[src/rtl/mips_encode_pkg.sv]
// Shared types and encoding constants for the MIPS instruction-memory loader.
package mips_encode_pkg;

  localparam int unsigned WORD_W = 32;
  localparam int unsigned KIND_W = 4;
  localparam int unsigned REG_W  = 5;
  localparam int unsigned IMM_W  = 16;
  localparam int unsigned TGT_W  = 26;
  localparam int unsigned OP_W   = 6;

  typedef enum logic [KIND_W-1:0] {
    K_ADD  = 4'd0,
    K_SUB  = 4'd1,
    K_AND  = 4'd2,
    K_OR   = 4'd3,
    K_SLT  = 4'd4,
    K_SLL  = 4'd5,
    K_MUL  = 4'd6,
    K_LW   = 4'd7,
    K_SW   = 4'd8,
    K_BEQ  = 4'd9,
    K_BNE  = 4'd10,
    K_ADDI = 4'd11,
    K_J    = 4'd12,
    K_NP   = 4'd13
  } kind_e;

  localparam logic [OP_W-1:0] OP_RTYPE = 6'b000000;
  localparam logic [OP_W-1:0] OP_LW    = 6'b100011;
  localparam logic [OP_W-1:0] OP_SW    = 6'b101011;
  localparam logic [OP_W-1:0] OP_BEQ   = 6'b000100;
  localparam logic [OP_W-1:0] OP_BNE   = 6'b000101;
  localparam logic [OP_W-1:0] OP_ADDI  = 6'b001000;
  localparam logic [OP_W-1:0] OP_J     = 6'b000010;
  localparam logic [OP_W-1:0] OP_MUL   = 6'b011100;
  localparam logic [OP_W-1:0] OP_NP    = 6'b111000;

  localparam logic [OP_W-1:0] F_ADD = 6'b100000;
  localparam logic [OP_W-1:0] F_SUB = 6'b100010;
  localparam logic [OP_W-1:0] F_AND = 6'b100100;
  localparam logic [OP_W-1:0] F_OR  = 6'b100101;
  localparam logic [OP_W-1:0] F_SLT = 6'b101010;
  localparam logic [OP_W-1:0] F_SLL = 6'b000000;
  localparam logic [OP_W-1:0] F_MUL = 6'b000010;

  localparam logic [WORD_W-1:0] NP_WORD = {OP_NP, 26'd0};

  typedef enum logic [1:0] {
    S_IDLE,
    S_LOAD,
    S_TERM,
    S_DONE
  } state_e;

  typedef struct packed {
    kind_e             kind;
    logic [REG_W-1:0]  rs;
    logic [REG_W-1:0]  rt;
    logic [REG_W-1:0]  rd;
    logic [REG_W-1:0]  shamt;
    logic [IMM_W-1:0]  imm;
    logic [TGT_W-1:0]  target;
  } instr_req_t;

  // funct field of the three-register R-type ALU kinds
  function automatic logic [OP_W-1:0] rtype_funct(input kind_e k);
    case (k)
      K_SUB:   return F_SUB;
      K_AND:   return F_AND;
      K_OR:    return F_OR;
      K_SLT:   return F_SLT;
      default: return F_ADD;
    endcase
  endfunction

endpackage

[src/rtl/instr_word_encoder.sv]
// Combinational symbolic-request to 32-bit MIPS word encoder; flags illegal kinds.
import mips_encode_pkg::*;

module instr_word_encoder (
  input  instr_req_t         req,
  output logic [WORD_W-1:0]  word,
  output logic               illegal
);

  always_comb begin
    word    = '0;
    illegal = 1'b0;
    case (req.kind)
      K_ADD, K_SUB, K_AND, K_OR, K_SLT:
        word = {OP_RTYPE, req.rs, req.rt, req.rd, 5'd0, rtype_funct(req.kind)};
      K_SLL:  word = {OP_RTYPE, 5'd0, req.rt, req.rd, req.shamt, F_SLL};
      K_MUL:  word = {OP_MUL, req.rs, req.rt, req.rd, 5'd0, F_MUL};
      K_LW:   word = {OP_LW,   req.rs, req.rt, req.imm};
      K_SW:   word = {OP_SW,   req.rs, req.rt, req.imm};
      K_BEQ:  word = {OP_BEQ,  req.rs, req.rt, req.imm};
      K_BNE:  word = {OP_BNE,  req.rs, req.rt, req.imm};
      K_ADDI: word = {OP_ADDI, req.rs, req.rt, req.imm};
      K_J:    word = {OP_J, req.target};
      K_NP:   word = NP_WORD;
      default: illegal = 1'b1;
    endcase
  end

endmodule

[src/rtl/program_encoder.sv]
// Loads encoded instruction words sequentially into imem, appends NP on finish,
// and holds the CPU in reset while loading.
import mips_encode_pkg::*;

module program_encoder #(
  parameter  int unsigned DEPTH = 64,
  localparam int unsigned AW    = $clog2(DEPTH)
) (
  input  logic              clk,
  input  logic              reset,
  input  logic              start,
  input  logic              finish,
  input  logic              req_valid,
  output logic              req_ready,
  input  logic [3:0]        req_kind,
  input  logic [4:0]        req_rs,
  input  logic [4:0]        req_rt,
  input  logic [4:0]        req_rd,
  input  logic [4:0]        req_shamt,
  input  logic [15:0]       req_imm,
  input  logic [25:0]       req_target,
  output logic              imem_we,
  output logic [AW-1:0]     imem_addr,
  output logic [31:0]       imem_wdata,
  output logic              cpu_hold,
  output logic              done,
  output logic              err,
  output logic [AW:0]       count
);

  localparam int unsigned CNT_W = AW + 1;

  state_e              state, state_d;
  instr_req_t          req;
  logic [WORD_W-1:0]   enc_word;
  logic                enc_illegal;
  logic                full;
  logic                accept;
  logic                we_d;
  logic [WORD_W-1:0]   wdata_d;
  logic                err_d;
  logic                clr;

  assign req = '{kind:   kind_e'(req_kind),
                 rs:     req_rs,
                 rt:     req_rt,
                 rd:     req_rd,
                 shamt:  req_shamt,
                 imm:    req_imm,
                 target: req_target};

  instr_word_encoder u_enc (
    .req     (req),
    .word    (enc_word),
    .illegal (enc_illegal)
  );

  // Full also covers the last slot while its write is still in flight.
  assign full = (count == CNT_W'(DEPTH)) ||
                (imem_we && (count == CNT_W'(DEPTH - 1)));

  assign req_ready = (state == S_LOAD) && !full && !finish && !start;
  assign accept    = req_valid && req_ready;

  // Next-state and write decision
  always_comb begin
    state_d = state;
    we_d    = 1'b0;
    wdata_d = imem_wdata;
    err_d   = err;
    clr     = 1'b0;
    if (start) begin
      state_d = S_LOAD;
      err_d   = 1'b0;
      clr     = 1'b1;
    end else begin
      case (state)
        S_LOAD: begin
          if (finish) begin
            if (full) begin
              err_d   = 1'b1;
              state_d = S_DONE;
            end else begin
              we_d    = 1'b1;
              wdata_d = NP_WORD;
              state_d = S_TERM;
            end
          end else if (accept) begin
            if (enc_illegal) begin
              err_d = 1'b1;
            end else begin
              we_d    = 1'b1;
              wdata_d = enc_word;
            end
          end
        end
        S_TERM:  state_d = S_DONE;
        default: state_d = state;
      endcase
    end
  end

  // State, output registers and address/count counters
  always_ff @(posedge clk) begin
    if (reset) begin
      state      <= S_IDLE;
      imem_we    <= 1'b0;
      imem_wdata <= '0;
      imem_addr  <= '0;
      count      <= '0;
      err        <= 1'b0;
      done       <= 1'b0;
      cpu_hold   <= 1'b0;
    end else begin
      state      <= state_d;
      imem_we    <= we_d;
      imem_wdata <= wdata_d;
      err        <= err_d;
      done       <= (state_d == S_DONE);
      cpu_hold   <= (state_d == S_LOAD) || (state_d == S_TERM);
      if (clr) begin
        imem_addr <= '0;
        count     <= '0;
      end else if (imem_we) begin
        count <= count + CNT_W'(1);
        if (imem_addr != AW'(DEPTH - 1)) begin
          imem_addr <= imem_addr + AW'(1);
        end
      end
    end
  end

endmodule

[config.mk]
export PLATFORM = sky130hd
export DESIGN_NAME = program_encoder
export DESIGN_NICKNAME = d
export VERILOG_FILES = /design/src/rtl/mips_encode_pkg.sv /design/src/rtl/instr_word_encoder.sv /design/src/rtl/program_encoder.sv
export SDC_FILE = /design/constraint.sdc
export NUM_CORES = 1
export LEC_CHECK = 0
export ABC_AREA = 0
export BUFFER_PORTS_ARGS = -buffer_cell sky130_fd_sc_hd__buf_4
export CAP_MARGIN = 20
export CORE_MARGIN = 2
export CORE_UTILIZATION = 35
export DETAILED_ROUTE_END_ITERATION = 10
export PLACE_DENSITY_LB_ADDON = 0.05
export RECOVER_POWER = 50
export SYNTH_ARGS = -nofsm -noshare
export SYNTH_HDL_FRONTEND = slang
export SYNTH_SLANG_ARGS = --single-unit
[constraint.sdc]
create_clock -name clk -period 2.1 [get_ports clk]
set_input_delay 0.105 -clock clk [delete_from_list [all_inputs] [get_ports clk]]
set_output_delay 0.105 -clock clk [all_outputs]
set_load 0.05 [all_outputs]
==> flow_metrics.tcl, run 1 <==
set metrics [dict create \
    outcome "completed" \
    skew_ns 0.00954 \
    async_reset_ff_share_pct 0 \
    grt.total_usage_pct 18.2 \
    ant_nets 0 \
    dp.cells 521 \
    grt_antenna_before_repair 0 \
    num_rows 32 \
    synth_edf_count 0 \
    worstPathRequired_ns 2.29 \
    grt_pass1_vias 2642 \
    crit_type "reg2reg" \
    wl_met2_um 3510 \
    cpMaxStageDelayCell "or3_4" \
    vias_per_cell 5.20 \
    synth_warnings 0 \
    met3_length_um 561 \
    final_util_pct 48.2 \
    grt.overflow.total 0 \
    start_kind "flop" \
    routed.top_layer "met4" \
    drtIter0Drc 82 \
    antennaDiodeCount 0 \
    critPathTopFamily "simple AND/OR/NAND/NOR gates" \
    clock_sinks 51 \
    io_buffers 120 \
    numCtsBuffers 5 \
    rr_worst_depth 8 \
    timing.hold.ws_ns 0.0466 \
    cts-root-buf "clkbuf_8" \
    htree_levels 2 \
    post_route_cells_drive_above_1_share_pct 28.3 \
    fmax_mhz 514 \
    synth_fp_nets 390 \
    drt_pass1_iterations 6 \
    synth_top_area_cell "dfxtp_1" \
    slowest_delay_ns 0.42 \
    syn_avg_cell_area_um2 9.15 \
    dieArea_um2 8920 \
    syn_area_um2 2860 \
    max-cap-violations 0 \
    hp-class "in2reg" \
    synth_top_area_share_pct 35.7 \
    r2r_end "cpu_hold" \
    rsz0062_at_grt "no" \
    powerDensity_nw_per_um2 516 \
    instances_no_fill 529 \
    met1_length_um 3740 \
    crit_chain "ha_1, nand4_2, or3_4, nand2_1, a31oi_1, o21ai_1, ha_1, nor2b_1" \
    synth_ff_type "dfxtp_1" \
    cts_hold_buf 0 \
    clk_pin_slew_worst_paths_ns 0.09 \
    p_leak_nw 1.52 \
    core_area_um2 7810 \
    synth_cell_types 50 \
    pin_count 121 \
    path_max_fanout 5 \
    grt_max_degree 27 \
    cp-endpoint "cpu_hold" \
    route.vias.total 2751 \
    wl_um 7870 \
    r2r_slack_ns 0.16 \
    synth_seq_area_share_pct 35.7 \
    area_growth_pct 31.3 \
    slew_headroom_pct 57.5 \
    syn_inst 313 \
    cp_num_buf_inv 0 \
    tritoncts "built" \
    initial_core_util_pct 36.7 \
    tns_ns 0 \
    setup_viol 0 \
    period_needed_ns 1.94 \
    cts.path.max_buffers 2 \
    slew_violations 0 \
    hold_viol 0 \
    die_h_um 94.4 \
    grt_pass1_wl_um 13100 \
    cp_common_cell "ha_1" \
    crit_cells 8 \
    clk_latency_ns 0.30 \
    pre_cts_slack_ns -0.0324 \
    period_share_pct 92.6 \
    netlist_top_cells_area "dfxtp_1 (36%), o2bb2ai_2 (10%), a22oi_1 (6.0%)" \
    fp.dieW_um 94.4 \
    gp_congestion 0.749 \
    final_nets 503 \
    end_kind "flop" \
    synth_seq_cells 51 \
    wl_per_cell_um 14.9 \
    worst_slack_ns 0.156 \
    critPathLaunch "count[0]" \
    worstMarginPinSlew_ns 0.640 \
    crit_arrival_ns 2.14 \
    place_hpwl_um 5950 \
    peakVddDrop_mv 0.283 \
    remaining_drc_errors 0 \
    r2r_start "count[0]" \
]
-- synth_stat cells (2+ instances only) --
cell	number
ha_1	6
dfxtp_1	51
buf_12	2
and3_1	4
xnor2_1	2
a221oi_1	7
nand2_1	19
buf_2	4
a22oi_1	23
a2bb2oi_1	5
nor3_1	5
nand4_1	4
or2_2	2
a21oi_1	20
inv_1	12
a22o_1	8
o21ai_0	14
nand2b_1	3
nand3_1	3
xor2_1	9
nor2_1	33
a31oi_1	3
mux2i_1	10
nor2b_1	4
or3_1	3
clkbuf_1	13
o2bb2ai_2	20
buf_6	2
-- per-layer routing --
layer | GRT usage (%) | vias to the layer above
met5 | 0 | -
met4 | 3.26 | 0
met3 | 4.71 | 5
met2 | 28.6 | 84
met1 | 25.4 | 1274
li1 | - | 1388
-- report_power, final --
group	total, mW	switching, mW	internal [mW]
Combinational	0.426	0.237	0.189
Sequential	0.988	0.00930	0.979
Clock	0.527	0.300	0.228
-- worst min path at each step --
stage               start              to  slack, ns  cells after the start
global placement    reset  imem_wdata[28]       0.36                      2
detailed placement  reset            done       0.36                      2
finish              reset            done       0.05                      2
global route        reset            done       0.06                      2
floorplan           start        state[0]       0.30                      2
CTS                 reset            done       0.03                      2
-- cell type report --
class                           count  area [um2]
Fill cell                         830        4050
Multi-Input combinational cell    227        1660
Sequential cell                    51        1030
Timing Repair Buffer              129         812
Tap cell                          102         128
Clock buffer                        6        72.6
Inverter                           12        45.0
Clock inverter                      2        7.51
-- registers in the layout, summed over array words and instances (netlist names) --
name	count
imem_wdata	32
count	7
imem_addr	6
state	2
cpu_hold	1
done	1
err	1
imem_we	1
-- kinds of logic after synthesis --
group / share of synthesized area (%)
AOI/OAI and AO/OA: 32.2
xor gates and xnor gates: 3.37
adders and majority gates: 2.62
buffers and inverters: 6.56
DFF: 35.7
muxes: 3.50
and+or+nand+nor: 16.1
-- repair_timing --
item,4_1_cts,5_1_grt
resized for setup,1,2
setup buffers,0,0
endpoints found under the setup margin,8,21
-- through the flow --
stage,total power [mW],instance area [um2]
global placement,1.45,3840
floorplan,1.28,2880
global route,2.05,3760
CTS,1.99,3930
finish,1.94,3760
detailed placement,1.45,3840
-- worst reg2reg max path: cells and delay by family, from the launching register on --
| family | cells | cell delay (ns) |
|---|---|---|
| flops | 1 | 0.38 |
| simple gates | 4 | 0.80 |
| compound gates | 2 | 0.25 |
| fa+ha+maj | 2 | 0.41 |
-- layout by cell type, fill, tap and decap left out, types with 2 or more instances in the layout --
cell	instances
clkbuf_1	47
a31oi_1	3
inv_1	12
o21ai_0	13
a221oi_1	7
nor3_1	3
nor2_1	33
nor2b_1	4
xor2_1	9
xnor2_1	2
clkbuf_8	5
a22o_1	8
o2bb2ai_2	20
nand4_1	4
a2bb2oi_1	5
a21oi_1	20
dfxtp_1	47
mux2i_1	10
nand2b_1	3
nand2_1	19
nand3_1	3
or2_2	2
or3_1	3
buf_4	81
dfxtp_2	2
a22oi_1	23
clkinv_1	2
and3_1	4
ha_1	6
nor3_2	3
dfxtp_4	2
(Power assumes the default switching activity.)
==> run 2, diff against run 1 <==
Settings changed: CTS_BUF_LIST set to sky130_fd_sc_hd__clkbuf_8.
==> flow_metrics.tcl, run 2 (same netlist as run 1, synthesis figures left out) <==
set metrics [dict create \
    timing.hold.ws_ns 0.0465 \
    outcome "completed" \
    core_area_um2 7810 \
    cts.path.max_buffers 2 \
    crit_chain "ha_1, nand4_2, or3_4, nand2_1, a31oi_1, o21ai_1, ha_1, nor2b_1" \
    fp.dieW_um 94.4 \
    power_switching_share_pct 28.2 \
    drtIter0Drc 82 \
    largest_reg_flops 32 \
    cpMaxStageDelayCell "or3_4" \
    crit_cells 8 \
    drt_pass1_iterations 6 \
    clock_sinks 51 \
    peakVddDrop_mv 0.283 \
    cp_common_cell "ha_1" \
    worstMarginPinSlew_ns 0.640 \
    rsz0062_at_grt "no" \
    start_kind "flop" \
    fmax_mhz 514 \
    ant_nets 0 \
    worstPathRequired_ns 2.29 \
    slew_violations 0 \
    cp_num_buf_inv 0 \
    slew_headroom_pct 57.5 \
    top_register "imem_wdata" \
    intPower_mw 1.39 \
    cts-root-buf "clkbuf_8" \
    grt.overflow.total 0 \
    crit_type "reg2reg" \
    wl_per_cell_um 14.9 \
    area_growth_pct 31.3 \
    layout_common_cells "buf_4 (81), dfxtp_1 (47), clkbuf_1 (46)" \
    wl_um 7880 \
    gp_congestion 0.749 \
    pin_count 121 \
    num_rows 32 \
    place_hpwl_um 5950 \
    htree_levels 2 \
    critPathTopFamily "simple AND/OR/NAND/NOR gates" \
    post_route_cells_drive_above_1_share_pct 28.3 \
    crit_arrival_ns 2.14 \
    power_frac_seq_pct 51.0 \
    vias_per_cell 5.21 \
    final_common_cell "buf_4" \
    hold_viol 0 \
    p_switching_uw 546 \
    initial_core_util_pct 36.7 \
    holdPathStages 2 \
    skew_ns 0.00961 \
    fill_cells 830 \
    numCtsBuffers 5 \
    grt.total_usage_pct 18.2 \
    die_h_um 94.4 \
    largestRegisters "imem_wdata (32), count (7), imem_addr (6)" \
    period_needed_ns 1.94 \
    grt_pass1_vias 2642 \
    fin_total_pwr_mw 1.94 \
    cts_hold_buf 0 \
    hp-class "in2reg" \
    grt_max_degree 27 \
    p_clk_share_pct 27.0 \
    tritoncts "built" \
    dieArea_um2 8920 \
    p_leak_nw 1.52 \
    clk_latency_ns 0.30 \
    setup_viol 0 \
    grt_antenna_before_repair 0 \
    grt_pass1_wl_um 13100 \
    route.vias.total 2754 \
    powerDensity_nw_per_um2 515 \
    clk_pin_slew_worst_paths_ns 0.09 \
    period_share_pct 92.6 \
    path_max_fanout 5 \
    io_buffers 120 \
    rr_worst_depth 8 \
    combPwrFrac_pct 22.0 \
    end_kind "flop" \
    final_nets 503 \
    slowest_delay_ns 0.42 \
    remaining_drc_errors 0 \
    antennaDiodeCount 0 \
    max-cap-violations 0 \
]
-- run 2: cell count changes in the layout (fill, tap and decap cells not counted), sizes merged --
cell,before,now
clkbuf,52,51
inv,12,13
-- run 2: stage by stage --
step / std cells / setup TNS, ns / area [um2] / worst slack, ns / utilization [%]
finish: 529 / 0 / 3760 / 0.156 / 48.2
CTS: 529 / 0 / 3930 / 0.0884 / 50.3
floorplan: 313 / 0 / 2880 / 0.0677 / -
global placement: 521 / 0 / 3840 / 0.0180 / 49.2
global route: 529 / 0 / 3760 / 0.0239 / 48.2
detailed placement: 521 / -0.174 / 3840 / -0.0324 / 49.2
-- run 2: layout make-up --
cell class              count  area [um2]  share of cell area, %
clock buffers               5        68.8                   1.83
well taps                 102         128                   3.39
repair buffers            129         812                   21.6
inverters                  12        45.0                   1.20
multi-input cells         227        1660                   44.3
flip-flops and latches     51        1030                   27.4
clock inverters             3        11.3                  0.300
-- run 2: worst paths after layout --
path	slack [ns]	endpoint	start
max	0.16	cpu_hold	count[0]
min	0.05	done	reset
max reg2reg	0.16	cpu_hold	count[0]
min reg2reg	0.46	imem_wdata[28]	imem_wdata[28]
-- run 2: repair_timing --
| item | in CTS | in global routing |
|---|---|---|
| endpoints found under the hold margin | 0 | 0 |
| resized for setup | 1 | 2 |
| endpoints found under the setup margin | 8 | 21 |
| cloned | 0 | 0 |
| setup buffers | 0 | 0 |
-- run 2: power by group through the flow --
stage                     Sequential, mW  Clock [mW]  Combinational, mW
after detailed placement            1.01           0              0.438
after CTS                          0.989       0.556              0.440
after global placement              1.01           0              0.434
final                              0.988       0.523              0.426
after floorplan                     1.05           0              0.223
after global routing               0.990       0.591              0.470
-- run 2: routing by layer --
metal	track usage (%)	share of wire, %	routed length, um	vias to the layer above
li1	-	-	-	1388
met1	25.4	48	3740	1277
met2	28.6	45	3520	84
met3	4.71	7.1	561	5
met4	3.26	0.71	56	0
met5	0	0	0	-
==> run 3, diff against run 2 <==
Settings changed: GPL_TIMING_DRIVEN set to 0.
Clock period 2.1 ns to 2.26 ns, I/O delays scaled along.
==> flow_metrics.tcl, run 3 (same netlist as run 1, synthesis figures left out) <==
set metrics [dict create \
    outcome "completed" \
    wl_met2_um 3680 \
    wl_per_cell_um 15.2 \
    fill_cells 836 \
    htree_levels 2 \
    worst_slack_ns 0.189 \
    final_nets 514 \
    met1_length_um 3810 \
    cpMaxStageDelayCell "or3_1" \
    drt_pass1_iterations 4 \
    setup_viol 0 \
    grt_pass1_vias 2596 \
    timing.hold.ws_ns 0.106 \
    grt.total_usage_pct 18.3 \
    io_buffers 117 \
    tritoncts "built" \
    cts-root-buf "clkbuf_8" \
    gp_congestion 0.739 \
    slew_violations 0 \
    period_share_pct 91.6 \
    wl_um 8210 \
    cp_num_buf_inv 2 \
    peakVddDrop_mv 0.239 \
    worstMarginPinSlew_ns 0.799 \
    fmax_mhz 483 \
    cts_hold_buf 0 \
    largest_reg_flops 32 \
    hold_viol 0 \
    skew_ns 0.00908 \
    clock_sinks 51 \
    slew_headroom_pct 46.4 \
    top_register "imem_wdata" \
    routed.top_layer "met5" \
    ant_nets 0 \
    post_route_cells_drive_above_1_share_pct 26.8 \
    num_rows 32 \
    final_common_cell "buf_4" \
    grt.overflow.total 0 \
    layout_common_cells "buf_4 (71), clkbuf_1 (60), dfxtp_1 (49)" \
    largestRegisters "imem_wdata (32), count (7), imem_addr (6)" \
    period_needed_ns 2.07 \
    worstPathRequired_ns 2.49 \
    crit_arrival_ns 2.30 \
    area_growth_pct 32.5 \
    slowest_delay_ns 0.45 \
    grt_max_degree 15 \
    final_area_um2 3790 \
    pin_count 121 \
    cts.path.max_buffers 2 \
    p_leak_nw 1.52 \
    dpl_cell_area_um2 3880 \
    core_area_um2 7810 \
    initial_core_util_pct 36.7 \
    clk_pin_slew_worst_paths_ns 0.09 \
    crit_chain "inv_1, ha_1, nor4b_1, nand3b_1, nand4_1, or3_1, buf_2, o2bb2ai_2" \
    fp.dieW_um 94.4 \
    crit_type "reg2reg" \
    hp-class "in2reg" \
    grt_pass1_wl_um 13000 \
    drtIter0Drc 110 \
    fin_total_pwr_mw 1.86 \
    vias_per_cell 5.27 \
    dieArea_um2 8920 \
    path_max_fanout 10 \
    cts_setup_buffers 0 \
    antennaDiodeCount 0 \
    die_h_um 94.4 \
    start_kind "flop" \
    end_kind "flop" \
    max-cap-violations 0 \
    pre_cts_slack_ns 0.00466 \
    route.vias.total 2840 \
    met3_length_um 624 \
    clk_latency_ns 0.30 \
    place_hpwl_um 6260 \
    grt_antenna_before_repair 1 \
    critPathTopFamily "simple AND/OR/NAND/NOR gates" \
    remaining_drc_errors 0 \
    rsz0062_at_grt "no" \
    powerDensity_nw_per_um2 490 \
    numCtsBuffers 5 \
]
## run 3: cell types whose count changed in the layout (fill, tap and decap cells not counted), sizes merged
cell / change
inv: -1
clkinv: -1
buf: -3
clkbuf: +15
## run 3: repair_timing
item / CTS / global route
resized for setup: 1 / 0
pin swaps: 0 / 1
setup endpoints to repair: 8 / 1
## run 3: power breakdown
part / switching (mW) / leakage, nW / internal (mW)
Clock: 0.290 / 0.0470 / 0.241
Sequential: 0.00799 / 0.413 / 0.912
Combinational: 0.228 / 1.06 / 0.180
## run 3: worst paths after layout
kind	end	cells after the start	slack, ns	startpoint
setup / recovery	imem_wdata[16]	8	0.19	count[0]
hold / removal	imem_wdata[6]	3	0.11	req_imm[6]
setup reg to reg	imem_wdata[16]	8	0.19	count[0]
hold reg to reg	imem_wdata[28]	2	0.46	imem_wdata[28]
## run 3: stage by stage
step	instances	setup TNS, ns	util (%)
final	539	0	48.6
after global routing	539	0	48.6
after floorplan	313	0	-
after global placement	532	-0.00151	49.6
after CTS	539	0	50.8
after detailed placement	532	0	49.6
## run 3: metal layers
metal | vias to the layer above | track usage (%)
met5 | - | 0
met4 | 2 | 3.74
met3 | 10 | 4.95
met2 | 106 | 29.2
met1 | 1314 | 24.9
li1 | 1408 | -
## run 3: tightest hold or removal path: stages
cell       delay, ns
buf_4           0.08
a21oi_1         0.06
o2bb2ai_2       0.12
## run 3: final cells by class
class                           instances  area (um2)  share of cell area (%)
Clock inverter                          1        5.00                   0.132
Buffer                                 23         143                    3.76
Timing Repair Buffer                  117         702                    18.5
Tap cell                              102         128                    3.37
Sequential cell                        51        1020                    27.0
Clock buffer                            6        82.6                    2.18
Inverter                               12        45.0                    1.19
Multi-Input combinational cell        227        1660                    43.9
